[src/rtl/mul_pkg.sv]
// rtl/mul_pkg.sv - op codes, controller state encoding and product half select
package mul_pkg;

  localparam logic [1:0] MUL_W   = 2'b00;
  localparam logic [1:0] MULH_W  = 2'b01;
  localparam logic [1:0] MULH_WU = 2'b10;

  localparam int HALF_W = 32;

  typedef enum logic [2:0] {
    S_IDLE,
    S_LAUNCH,
    S_WAIT,
    S_HOLD,
    S_DRAIN
  } state_t;

  // Only the two MULH forms want the high half; the reserved code falls in with MUL_W.
  function automatic logic [HALF_W-1:0] sel_half(input logic [1:0] code,
                                                  input logic [2*HALF_W-1:0] prod);
    return ((code == MULH_W) || (code == MULH_WU)) ? prod[2*HALF_W-1:HALF_W]
                                                   : prod[HALF_W-1:0];
  endfunction

endpackage

[src/rtl/mul_reuse_tag.sv]
// rtl/mul_reuse_tag.sv - operand/signedness tag of the last captured product and hit compare
module mul_reuse_tag #(
  parameter int XLEN = 32
) (
  input  logic            clk,
  input  logic            rstn,
  input  logic            upd,
  input  logic [XLEN-1:0] upd_src1,
  input  logic [XLEN-1:0] upd_src2,
  input  logic            upd_signed,
  input  logic [XLEN-1:0] cmp_src1,
  input  logic [XLEN-1:0] cmp_src2,
  input  logic            cmp_signed,
  output logic            hit
);

  logic [XLEN-1:0] tag_src1_q;
  logic [XLEN-1:0] tag_src2_q;
  logic            tag_signed_q;
  logic            tag_valid_q;

  // Only reset invalidates the tag; the stored product stays correct across flushes.
  always_ff @(posedge clk) begin
    if (rstn) begin
      tag_src1_q   <= '0;
      tag_src2_q   <= '0;
      tag_signed_q <= 1'b0;
      tag_valid_q  <= 1'b0;
    end else if (upd) begin
      tag_src1_q   <= upd_src1;
      tag_src2_q   <= upd_src2;
      tag_signed_q <= upd_signed;
      tag_valid_q  <= 1'b1;
    end
  end

  assign hit = tag_valid_q && (tag_src1_q == cmp_src1) && (tag_src2_q == cmp_src2)
               && (tag_signed_q == cmp_signed);

endmodule

[src/rtl/mul_ex_ctrl.sv]
// rtl/mul_ex_ctrl.sv - multiplier execute-stage controller; MUL_REUSE_EN enables product reuse
module mul_ex_ctrl
  import mul_pkg::*;
#(
  parameter int XLEN = 32,
  parameter int RD_W = 5
) (
  input  logic            clk,
  input  logic            rstn,
  input  logic            op_valid,
  output logic            op_ready,
  input  logic [1:0]      op_code,
  input  logic [XLEN-1:0] op_src1,
  input  logic [XLEN-1:0] op_src2,
  input  logic [RD_W-1:0] op_rd,
  input  logic            flush,
  output logic            mul_start,
  output logic            mul_signed,
  output logic [XLEN-1:0] mul_reg1,
  output logic [XLEN-1:0] mul_reg2,
  input  logic            mul_done,
  input  logic [64:0]     mul_result,
  output logic            wb_valid,
  input  logic            wb_ready,
  output logic [XLEN-1:0] wb_data,
  output logic [RD_W-1:0] wb_rd,
  output logic            busy
);

  state_t          state_q, state_d;
  logic [XLEN-1:0] src1_q, src2_q;
  logic [RD_W-1:0] rd_q;
  logic [1:0]      code_q;
  logic            signed_q;
  logic [63:0]     prod_q;
  logic            op_signed;
  logic            accept;
  logic            capture;
  logic            hit;
  logic            unused_result_msb;

  assign unused_result_msb = mul_result[64];
  assign op_signed         = (op_code != MULH_WU);
  assign accept            = op_valid && op_ready && !flush;

`ifdef MUL_REUSE_EN
  // A drained result is still a valid product for its operands, so it refreshes the tag too.
  assign capture = mul_done && ((state_q == S_WAIT) || (state_q == S_DRAIN));

  mul_reuse_tag #(.XLEN(XLEN)) u_tag (
    .clk        (clk),
    .rstn       (rstn),
    .upd        (capture),
    .upd_src1   (src1_q),
    .upd_src2   (src2_q),
    .upd_signed (signed_q),
    .cmp_src1   (op_src1),
    .cmp_src2   (op_src2),
    .cmp_signed (op_signed),
    .hit        (hit)
  );
`else
  assign capture = mul_done && (state_q == S_WAIT) && !flush;
  assign hit     = 1'b0;
`endif

  always_comb begin
    state_d = state_q;
    case (state_q)
      S_IDLE:   if (accept) state_d = hit ? S_HOLD : S_LAUNCH;
      S_LAUNCH: state_d = flush ? S_IDLE : S_WAIT;
      // A done arriving with the flush is the one DRAIN would wait for, so skip DRAIN.
      S_WAIT: begin
        if (flush)         state_d = mul_done ? S_IDLE : S_DRAIN;
        else if (mul_done) state_d = S_HOLD;
      end
      S_HOLD:   if (flush || wb_ready) state_d = S_IDLE;
      S_DRAIN:  if (mul_done) state_d = S_IDLE;
      default:  state_d = S_IDLE;
    endcase
  end

  always_ff @(posedge clk) begin
    if (rstn) begin
      state_q  <= S_IDLE;
      src1_q   <= '0;
      src2_q   <= '0;
      rd_q     <= '0;
      code_q   <= MUL_W;
      signed_q <= 1'b0;
      prod_q   <= '0;
    end else begin
      state_q <= state_d;
      if (accept) begin
        src1_q   <= op_src1;
        src2_q   <= op_src2;
        rd_q     <= op_rd;
        code_q   <= op_code;
        signed_q <= op_signed;
      end
      if (capture) prod_q <= mul_result[63:0];
    end
  end

  // Outputs are forced low while reset is asserted so nothing leaks before the first edge.
  assign op_ready   = !rstn && (state_q == S_IDLE);
  assign busy       = !rstn && (state_q != S_IDLE);
  assign mul_start  = !rstn && (state_q == S_LAUNCH) && !flush;
  assign wb_valid   = !rstn && (state_q == S_HOLD) && !flush;
  assign mul_signed = signed_q;
  assign mul_reg1   = src1_q;
  assign mul_reg2   = src2_q;
  assign wb_rd      = rd_q;
  assign wb_data    = sel_half(code_q, prod_q);

endmodule

[config.mk]
export PLATFORM = sky130hd
export DESIGN_NAME = mul_ex_ctrl
export DESIGN_NICKNAME = d
export VERILOG_FILES = /design/src/rtl/mul_pkg.sv /design/src/rtl/mul_reuse_tag.sv /design/src/rtl/mul_ex_ctrl.sv
export SDC_FILE = /design/constraint.sdc
export NUM_CORES = 1
export LEC_CHECK = 0
export CORE_UTILIZATION = 41
export DETAILED_ROUTE_END_ITERATION = 12
export GPL_TIMING_DRIVEN = 0
export PLACE_DENSITY = 0.9
export SLEW_MARGIN = 40
export SYNTH_ARGS = -nofsm -noshare
export SYNTH_HDL_FRONTEND = slang
export SYNTH_SLANG_ARGS = --single-unit
[constraint.sdc]
create_clock -name clk -period 1.7 [get_ports clk]
set_input_delay 0.255 -clock clk [delete_from_list [all_inputs] [get_ports clk]]
set_output_delay 0.255 -clock clk [all_outputs]
set_load 0.1 [all_outputs]
Word-level counts from Yosys, hierarchy flattened:

Cells that the tools add are included.

* input port bits: 142
* flip-flop bits (word level): 139

* reduce and logical (&&, ||, !) cells: 17
* equal/unequal tests: 11
* muxes and demuxes: 9

Operator list (number)
* 32-bit two-way mux: 1
* 3-bit two-way mux: 6
* 3-bit one-hot mux with 5 select lines: 1
* 1-bit logical AND: 10
* 2-bit inequality test, second input constant: 4
* 3-bit by 2-bit == test with 1-bit output, second input constant: 2
* 4-bit AND reduction: 1
* 3-bit by 1-bit == test with 1-bit output, second input constant: 1
* 3-bit == test, second input constant: 1
* 3-bit logical NOT: 1
* 3-bit inequality test, second input constant: 1
* 3-bit nonzero test: 1
* 2-bit by 1-bit == test with 1-bit output, second input constant: 1
* 2-bit == test, second input constant: 1
* 1-bit logical NOT: 2
* 1-bit logical OR: 2
* 2-bit two-way mux: 1

Longest topological paths before layout:

Gate-level depths: netlist of the first run.

* word-level depth: 6
* mapped depth: 7
* gate-level depth less buffers: 4

Worst setup path after synthesis of the first run:

No wires, ideal clock.

* path kind: register -> output
* from: register state_q[0]
* to: output port op_ready
* arrival: 2.056 ns
* slack: -0.611 ns
* stages on the path, launching flop included: 4
* path through: dfxtp_1 > clkbuf_2 > or3_1 > nor2_1

* longest elaborated chain between the ends: 2

RTL lines
* from (decl): RTL line mul_ex_ctrl.sv:30 `state_t state_q, state_d;`
* from (signal assigned): RTL line mul_ex_ctrl.sv:93 `state_q <= state_d;`
* 3-bit logical NOT: RTL line mul_ex_ctrl.sv:106 `assign op_ready = !rstn && (state_q == S_IDLE);`
* 1-bit logical AND: RTL line mul_ex_ctrl.sv:106
* to (decl): RTL line mul_ex_ctrl.sv:11 `output logic op_ready,`

No other way between the ends.

Worst setup path after layout of the first run:

* from: register code_q[0]
* to: output port wb_data[10]

* longest elaborated chain between the ends: 3
* elaborated cells between the ends (all ways): 4

RTL lines
* from (decl): RTL line mul_ex_ctrl.sv:33 `logic [1:0] code_q;`
* from (signal assigned): RTL line mul_ex_ctrl.sv:98 `code_q <= op_code;`
* 2-bit by 1-bit == test with 1-bit output / 2-bit == test (equally long branches): RTL line mul_pkg.sv:21 `return ((code == MULH_W) || (code == MULH_WU)) ? prod[2*HALF_W-1:HALF_W]`
* 1-bit logical OR (*): RTL line mul_pkg.sv:21
* 32-bit two-way mux (*): RTL line mul_pkg.sv:21
* to (decl): RTL line mul_ex_ctrl.sv:25 `output logic [XLEN-1:0] wb_data,`

Mark *: on every way between the ends. The rest lies on a longest branch, timed or not.

==> results.md, run 1 <==
* Fin crit share at 119.3%
* Class of the worst hold path: input port to flip-flop
* Initial Util at a little over two fifths
* Maximum vdd drop at between 0.8 and 0.9 mV
* Failing checks: negative setup slack
* Total power at between 8 and 9 mW
* Syn Std Cell Area at roughly 0.0053 mm2
* Root buffer cell: clkbuf_16
* H-tree level count at 4
* Initial antenna violation count at 0
* Crit path kind: flip-flop to output pin
* Worst EP required at about 1.4 ns
* Final WS setup at -0.3273 ns
* Sequential share of power at 37.9%
* Crit path time final at 2.027 ns
* Sw power at around 2.5 mW
* Die Height at ~120 um
* Via count at approximately 5800
* R2R setup slack at approximately 0.04 ns
* Number of detailed-route iterations in the first pass at 4
* Fin Setup TNS at -9.752 ns
* Iteration-0 DRC Markers at 395
* Fillers at between 900 and 1000
* Die Footprint at 0.01340 mm2
* CP startpoint kind: flip-flop
* Grt ovf at 0
* Int Pwr at between 6 and 7 mW
* RSZ-0062 raised after global routing: yes
* Max-slew headroom at between 60% and 70%
* Largest net degree at the start of global routing at 17
* Remaining DRCs at 0
* Crit path arrival time at between 1.5 and 2 ns
* Sw Ratio at roughly 28%
* Core area at 0.01262 mm2
* CTS Buf Count at 17
* Layout Skew at ~0.007 ns
* WL/cell at roughly 17 um
* Clock Latency Late Sink at 0.42 ns
* Comb pwr share at between 10% and 20%
* Top Ports at 248
* DR vias/cell at slightly above 5
* Mapped Cells at 660
* Clock buffer depth at 2
* Avg Inst Size Synth at 8.038 um2
* Clk slew on worst S/H paths at roughly 0.06 ns
* Slew Limit Fails at 0
* First-pass GRT wire length at between 20 and 30 mm
* Syn Nets at ~800
* Die W at 115.8 um
* Vias in the first global route at about 5500
* Max_cap viols at 0
* CTS tree: built
* Slew @ Worst Pin at 0.5971 ns
* Final ANT Viol Nets at 0
* CTS sink cnt at around 140
* Fin nets at ~1100
* Clk network pwr share at between 40% and 50%
* PwrDens at 1002 mW/mm2
* Fin. Hold Viols at 0
* Placed wire-length estimate at around 11 mm
* Total track usage at a little over a quarter
* # diodes at 0
* Area growth syn-to-layout at 68.80%
* Synth cell types at 35
* Status: complete, but fails checks
* Floorplan row count at a little over 40
* Final design utilization at 70.96%
* CP Capture Type: output pin
* FMAX at ~0.5 GHz
* Total Wirelength at approximately 19 mm
* GPL Wtd Cong at 0.7982
* Hold slack final at about 0.27 ns
* Ys Warns at 0
* Leakage power at 3.904 nW
* Layout cells sized above 1 at between 20% and 30%
* Setup Viol. Count Final at 34
* #FFs+latches synth at 139
* CP Max Fanout at 8
* Post-synthesis sequential area ratio at between 50% and 60%
* Port Buffers at around 250
## cell usage in the layout, fill, tap and decap left out, drive strengths merged, types with 3 or more instances in the layout
cell type	synthesis	layout
nand2	270	270
a21oi	67	67
bufinv	0	4
clkbuf	20	44
nand3	72	72
inv	3	4
nor2	7	7
buf	29	144
dfxtp	139	139
clkdlybuf4s50	0	138
mux2	32	32
clkinv	0	3
## worst max-delay path: stages (launching register included)
cell	delay (ns)
dfxtp_4	0.36
xor2_4	0.17
buf_12	0.16
buf_6	0.15
mux2_4	0.33
buf_12	0.17
## Yosys cell counts
master,number,area (um2)
and3_1,2,12.51
nor4b_1,1,8.760
nand4bb_1,1,11.26
a31oi_1,1,6.260
inv_1,2,7.510
or3b_1,1,8.760
clkbuf_2,1,5.000
a211oi_2,1,12.51
or3_1,1,6.260
mux2_2,32,360.4
a211oi_1,1,7.510
buf_2,12,60.06
nand2b_1,1,6.260
nor2_1,6,22.52
o21ai_0,1,5.000
or2_2,1,6.260
nor2_2,1,6.260
a21oi_1,67,335.3
clkbuf_1,19,71.32
nand2_1,270,1013
o211ai_1,1,7.510
nor2b_1,1,6.260
a32o_1,1,10.01
inv_2,1,3.750
buf_4,7,52.55
nor3_2,1,10.01
nand3_2,1,10.01
o41ai_1,1,8.760
dfxtp_1,139,2783
o21ai_1,1,5.000
and4b_1,1,10.01
xor2_1,2,17.52
buf_1,8,30.03
buf_6,2,22.52
nand3_1,71,355.3
## layer usage
layer | vias to the layer above | wire [um] | global-route usage (%)
met5 | - | 0 | 0
met4 | 0 | 516 | 11.79
met3 | 47 | 1728 | 10.09
met2 | 307 | 9729 | 47.11
met1 | 2687 | 6947 | 27.49
li1 | 2713 | - | -
## power groups by stage
stage | Sequential [mW] | Combinational [mW] | Clock [mW]
detailed placement | 3.47 | 1.43 | 0
floorplan | 4.15 | 0.257 | 0
finish | 3.40 | 1.55 | 4.02
global route | 3.41 | 1.61 | 4.22
global placement | 3.47 | 1.53 | 0
CTS | 3.41 | 1.50 | 4.06
## final cells by class
class | instances | area (um2) | area share [%]
clock inverter | 9 | 158.9 | 1.774
buffer | 46 | 255.2 | 2.850
inverter | 3 | 11.26 | 0.1258
multi-input combinational | 469 | 2444 | 27.29
tap | 172 | 215.2 | 2.403
clock buffer | 23 | 488.0 | 5.449
timing repair buffer | 258 | 2581 | 28.82
sequential | 139 | 2801 | 31.28
## sequential cells by signal (all words and copies together), names as in the netlist
name,count
wb_rd,5
prod_q,64
mul_reg2,32
mul_signed,1
state_q,3
mul_reg1,32
code_q,2
## repair_timing
item / CTS / global route
gates resized for setup: 151 / 72
cloned: 2 / 1
hold buffers: 0 / 0
buffers inserted: 7 / 4
endpoints found under the setup margin: 106 / 163
endpoints found under the hold margin: 0 / 0
pin swaps: 4 / 5
## path summary, 6_finish.rpt
kind                                   from     endpoint  cells after the start
worst min-delay path                   rstn   state_q[0]                      4
worst max-delay path              code_q[0]  wb_data[10]                      5
worst max register to register   state_q[2]   prod_q[20]                      7
worst min register to register  mul_reg2[7]  mul_reg2[7]                      2
## kinds of logic after synthesis
kind of cell | synth area share [%]
mux | 6.793
simple gates | 28.16
compound gates | 7.500
buf+inv | 4.764
flops | 52.45
xor+xnor | 0.3302
## stage by stage
stage	instances	setup WS, ns	instance area (um2)
after floorplan	660	-0.4515	5308
after detailed placement	1077	-0.4187	7445
after CTS	1116	-0.3599	8681
final	1119	-0.3273	8955
after global placement	1077	-1.035	7975
after global routing	1119	-0.3708	8955
No activity file was read; power rests on OpenSTA's default activity.
==> inputs of run 2 (changes only) <==
- CAP_MARGIN: default -> 30
- clock period: 1.7 -> 2 ns (I/O delays scaled with it)
==> results.md, run 2 (same netlist as run 1, synthesis figures left out) <==
* Fin nets at ~1100
* Remaining DRCs at 0
* # diodes at 0
* Initial antenna violation count at 0
* Core area at around 0.013 mm2
* Reg2reg start: state_q[0]
* Failing checks: negative setup slack
* Root buffer cell: clkbuf_16
* WL/cell at around 17 um
* CTS sink cnt at ~140
* Vias in the first global route at approximately 5400
* Clk slew on worst S/H paths at around 0.060 ns
* Port Buffers at 245
* Die W at about 120 um
* H-tree level count at 4
* Hold Crit Start: rstn
* DR vias/cell at just over 5
* Reg-to-reg endpoint: prod_q[26]
* Met3 WL post-DR at about 1.7 mm
* Crit path time final at around 2.1 ns
* Layout Skew at roughly 0.0062 ns
* Worst Hold Endpoint: state_q[0]
* Wl on met1 at between 7 and 8 mm
* Total track usage at 26.09%
* Placed wire-length estimate at between 10 and 15 mm
* Class of the worst hold path: input port to flip-flop
* Final design utilization at 70.16%
* CP Capture Type: output pin
* Most flop-heavy register: prod_q
* CP Cell Sequence: xor2_4, buf_12, clkbuf_16, mux2_4, buf_12
* Floorplan row count at 41
* Clock Latency Late Sink at about 0.42 ns
* RSZ-0062 raised after global routing: yes
* Initial Util at between 40% and 50%
* Hold slack final at 0.3020 ns
* Fin. Hold Viols at 0
* Top Ports at approximately 250
* Area growth syn-to-layout at 66.89%
* Final WS setup at -0.08162 ns
* R2R setup slack at approximately 0.19 ns
* Most common cell after layout, fill and taps aside: nand2_1
* FMAX at 0.4804 GHz
* CP Buf/Inv Count at 3
* Crit path top cell by count: buf_12
* Crit-path leading delay family: buffers and inverters
* CP startpoint kind: flip-flop
* Total Wirelength at just under 20 mm
* WHS Path Cells at 4
* Slowest cell on the critical path: dfxtp_4
* Via count at between 5000 and 6000
* Setup Viol. Count Final at 32
* Die Height at 115.8 um
* PwrDens at between 800 and 900 mW/mm2
* Number of detailed-route iterations in the first pass at 5
* R2R depth at 6
* Worst EP required at between 1.5 and 2 ns
* Iteration-0 DRC Markers at between 500 and 600
* Final ANT Viol Nets at 0
* Metal2 WL at just under 10 mm
* Max reg flops at 64
* First-pass GRT wire length at 26.32 mm
* Clock buffer depth at 2
* CTS tree: built
* Grt ovf at 0
* Crit-path max cell delay at approximately 0.36 ns
* Largest net degree at the start of global routing at 17
* GPL Wtd Cong at about 0.80
* Max-slew headroom at around three fifths
* Maximum vdd drop at about 0.70 mV
* Slew Limit Fails at 0
* Crit path arrival time at roughly 1.8 ns
* CTS Buf Count at 17
* Max_cap viols at 0
* Die Footprint at 0.01340 mm2
* Leakage power at 3.839 nW
* Leading cell types in the layout, fill and taps excluded: 270 x nand2_1, 139 x clkdlybuf4s50_1, 137 x dfxtp_1, 81 x buf_2, 70 x nand3_1
* Fin crit share at 104.1%
* Crit path kind: flip-flop to output pin
* Slew @ Worst Pin at 0.5925 ns
* CP Max Fanout at 8
* Uppermost layer routed: met4
* Layout cells sized above 1 at 21.95%
* Status: complete, but fails checks
-- run 2: cell count changes in the layout (fill, tap and decap cells not counted), moves of 3 or more --
cell / before / now
dfxtp_1: 134 / 137
dfxtp_4: 5 / 2
clkbuf_2: 11 / 1
buf_4: 15 / 9
clkbuf_1: 11 / 21
-- run 2: area by class of cell --
type                       count  area [um2]
timing repair buffer         251        2497
fill                         936        3766
inverter                       3       11.26
clock inverter                 9       158.9
clock buffer                  23       488.0
tap                          172       215.2
multi-input combinational    469        2416
sequential                   139        2790
buffer                        49       276.5
-- run 2: metal layers --
layer / vias up / GRT usage (%)
li1: 2708 / -
met1: 2670 / 26.87
met2: 292 / 46.63
met3: 71 / 10.15
met4: 0 / 12.14
met5: - / 0
-- run 2: worst max-delay path by stage --
| stage | from | endpoint | slack, ns | depth (start not counted) |
|---|---|---|---|---|
| 2_1_floorplan | rstn | busy | -0.24 | 3 |
| 3_3_place_gp | code_q[0] | wb_data[1] | -0.78 | 4 |
| 3_5_place_dp | flush | mul_reg1[30] | -0.16 | 6 |
| 4_1_cts | code_q[0] | wb_data[21] | -0.11 | 5 |
| 5_1_grt | code_q[0] | wb_data[12] | -0.12 | 5 |
| 6_report | code_q[0] | wb_data[6] | -0.08 | 5 |
-- run 2: what timing repair did --
action | 4_1_cts | 5_1_grt
pin swaps | 1 | 0
setup buffers | 3 | 0
hold buffers | 0 | 0
resized for setup | 114 | 71
setup endpoints to repair | 33 | 37
gates cloned | 2 | 1
-- run 2: per-stage QoR --
step	TNS [ns]	worst slack [ns]	std cells	power (mW)	area, um2
6_report	-1.636	-0.08162	1115	7.613	8853
5_1_grt	-2.966	-0.1230	1115	7.846	8853
4_1_cts	-2.624	-0.1112	1114	7.607	8536
3_5_place_dp	-8.152	-0.1637	1077	4.172	7445
3_3_place_gp	-31.43	-0.7804	1077	4.248	7975
2_1_floorplan	-0.4830	-0.2415	660	3.742	5308
-- run 2: power by group --
| part | internal (mW) | switching, mW | leakage [nW] | total [mW] |
|---|---|---|---|---|
| clock | 2.23 | 1.19 | 0.314 | 3.42 |
| sequential | 2.85 | 0.0406 | 1.13 | 2.89 |
| combinational | 0.417 | 0.884 | 2.39 | 1.30 |
-- run 2: worst min-delay path: stages --
cell	delay [ns]
buf_2	0.20
a211oi_1	0.08
nand2_1	0.05
nor2_1	0.04
==> edit (flow settings as in run 1) <==
Make the reset (`rstn`) asynchronous in one clocked block.
--- a/src/rtl/mul_ex_ctrl.sv
+++ b/src/rtl/mul_ex_ctrl.sv
@@ -80,7 +80,7 @@
     endcase
   end
 
-  always_ff @(posedge clk) begin
+  always_ff @(posedge clk or posedge rstn) begin
     if (rstn) begin
       state_q  <= S_IDLE;
       src1_q   <= '0;
Formal check against the unedited RTL: differs if rstn is asserted again (counterexample within 4 cycles, from zero or initial values and one cycle with rstn high); with rstn held inactive, the same outputs for 4 cycles.
==> edit against run 1 <==
The run still ends with setup timing left. Die area grew 14%. Highest routed layer unchanged. Register-to-register slack lost 200 ps. Routed wire length shrank 3.8%. Clock skew is essentially flat. Critical path depth is the same. Synthesized area grew 14%. Sequential cell count is the same. Final area grew 20%. Worst setup slack lost 80 ps. Largest cell class unchanged.
Power is left out: the tool's default activity adds up to more than one toggle a clock period on the data nets, which glitch-free logic cannot reach.
==> edit: results (changes against run 1) <==
Outcome
  • Status: finished with violations
  • Failing checks: setup timing

Routing
  • Final WL: 18.20 mm (-3.8%)
  • Vias per cell: 4.921 (-4.3%)
  • DRT iter0 DRCs: 115 (-71%)
  • 1st-pass router iterations: 4 (unchanged)
  • Number of remaining DRC errors: 0 (unchanged)

CTS
  • Skew-Pair Late Insertion Delay: 410 ps
  • Clock buffer depth: 2 (unchanged)
  • Htree depth: 4 (unchanged)

Finish
  • Fillers: 841 (-8.3%)
  • N_diodes: 0 (unchanged)
  • Largest register FFs: 64 (unchanged)
  • Layout Nets: 808 (-25%)
  • Share of cells above drive strength 1: 0.5758 (+0.3372)
  • Post-Route Utilization: 0.7404 (+0.03081)
  • Largest reg by FF count: prod_q

Worst setup path
  • Worst path max stage delay: 440 ps (+80 ps)
  • R2r worst-path depth: 8 (+1)
  • RR Endpoint: prod_q[12]$_DFFE_PP0P_
  • Worst R2R Start: state_q[2]$_DFFE_PP0P_
  • CP max-delay cell: dfrtp_2
  • CP Max Fanout: 10 (+2)
  • CP arrival: 1850 ps (+80 ps)
  • FF-to-FF setup slack: -160 ps (-200 ps)

Place
  • DP HPWL: 10.68 mm (-5.9%)
  • Quantity of I/O buffers inserted on ports: 246 (+0.41%)
  • DP Area: 0.008526 mm² (+15%)
  • Final RePlAce weighted congestion: 0.7747 (-2.9%)

STA
  • Final setup fails: 174 (+410%)
  • Setup TNS: -22560 ps (-12810 ps)
  • Final hold slack: 224.7 ps (-47.48 ps)
  • Final Worst Setup Slack: -407.1 ps (-79.79 ps)
  • Worst Skew: 7.136 ps (-0.01399 ps)
  • Normalized max-slew margin: 0.6603 (+0.05840)

Yosys
  • Async SR Flop Fraction: 1.000 (+1.000)
  • Top post-synthesis cells by area: dfrtp_1 (57%), mux2_2 (18%), mux2_4 (17%), buf_12 (2.3%), buf_6 (1.5%)
  • Seq/Total Area, Yosys: 0.5733 (+0.04879)
  • Commonest cells in the synthesized netlist: dfrtp_1 (139), mux2_2 (98), mux2_4 (70), buf_6 (8), buf_12 (7)
  • Synth unique cells: 26 (-26%)
  • Synth Warn #: 0 (unchanged)
  • Syn_nets: 495 (-38%)

GRT
  • Global-route wire length before repair: 27.16 mm (+1.9%)
  • Largest net degree at the start of global routing: 28 (+11)
  • Tot GR Track Use: 0.2432 (-0.02061)
  • Initial antenna violation count: 0 (unchanged)
  • Vias in the first global route: 4776 (-12%)

Worst hold path
  • Min-Delay Path Class: input port to async pin
[edit: changes by cell type after synthesis, sizes merged, moves of 3 or more]
cell / delta
dfrtp: +139
dfxtp: -139
nand2: -268
nand3: -71
nor2: -3
buf: -9
mux2: +136
clkbuf: -20
a21oi: -67
[edit: cells by family after synthesis]
group | synth area share
AOI/OAI and AO/OA | 0.007839
xor gates and xnor gates | 0.001444
buffers and inverters | 0.04310
DFF | 0.5733
muxes | 0.3551
and+or+nand+nor | 0.01918
[edit: final cells by class]
type | instances | area [µm²] | area share
multi-input combinational | 193 | 2794 | 0.2606
sequential | 139 | 3481 | 0.3247
timing repair buffer | 297 | 3318 | 0.3095
inverter | 1 | 7.507 | 0.0007003
clock inverter | 14 | 147.6 | 0.01377
buffer | 17 | 302.8 | 0.02824
clock buffer | 18 | 439.2 | 0.04097
tap | 184 | 230.2 | 0.02148
[edit: worst max-delay path: cells and delay by family, from the launching register on]
family | cells | cell delay (ps)
multiplexers | 1 | 330
XOR/XNOR | 1 | 190
flip-flops | 1 | 440
buffers and inverters | 3 | 460
[edit: per-layer routing]
| layer | track usage | share of wire | up-vias |
|---|---|---|---|
| li1 | - | - | 1889 |
| met1 | 0.2702 | 0.38 | 2153 |
| met2 | 0.4410 | 0.53 | 184 |
| met3 | 0.07143 | 0.072 | 21 |
| met4 | 0.08133 | 0.013 | 0 |
| met5 | 0 | 0 | - |
[edit: through the flow]
step | worst slack (ps) | cells
final | -407.1 | 863
after global routing | -442.1 | 863
after CTS | -413.0 | 868
after detailed placement | -560.5 | 789
after global placement | -1897 | 783
after floorplan | -779.3 | 353
[edit: timing repair]
item / in CTS / in global routing
pin swaps: 5 / 8
gates resized for setup: 277 / 16
setup buffers: 30 / 8
hold buffers: 0 / 0
gates cloned: 17 / 0
setup endpoints to repair: 166 / 174
[edit: how the worst max path moves through the flow]
stage	end	slack [ps]	startpoint
6_report	wb_data[11]	-410	code_q[1]$_DFFE_PP0P_
5_1_grt	wb_data[11]	-440	code_q[1]$_DFFE_PP0P_
4_1_cts	wb_data[23]	-410	code_q[1]$_DFFE_PP0P_
3_5_place_dp	mul_reg2[0]$_DFFE_PP0P_	-560	rstn
3_3_place_gp	state_q[2]$_DFFE_PP0P_	-1900	rstn
2_1_floorplan	mul_reg1[0]$_DFFE_PP0P_	-780	state_q[2]$_DFFE_PP0P_
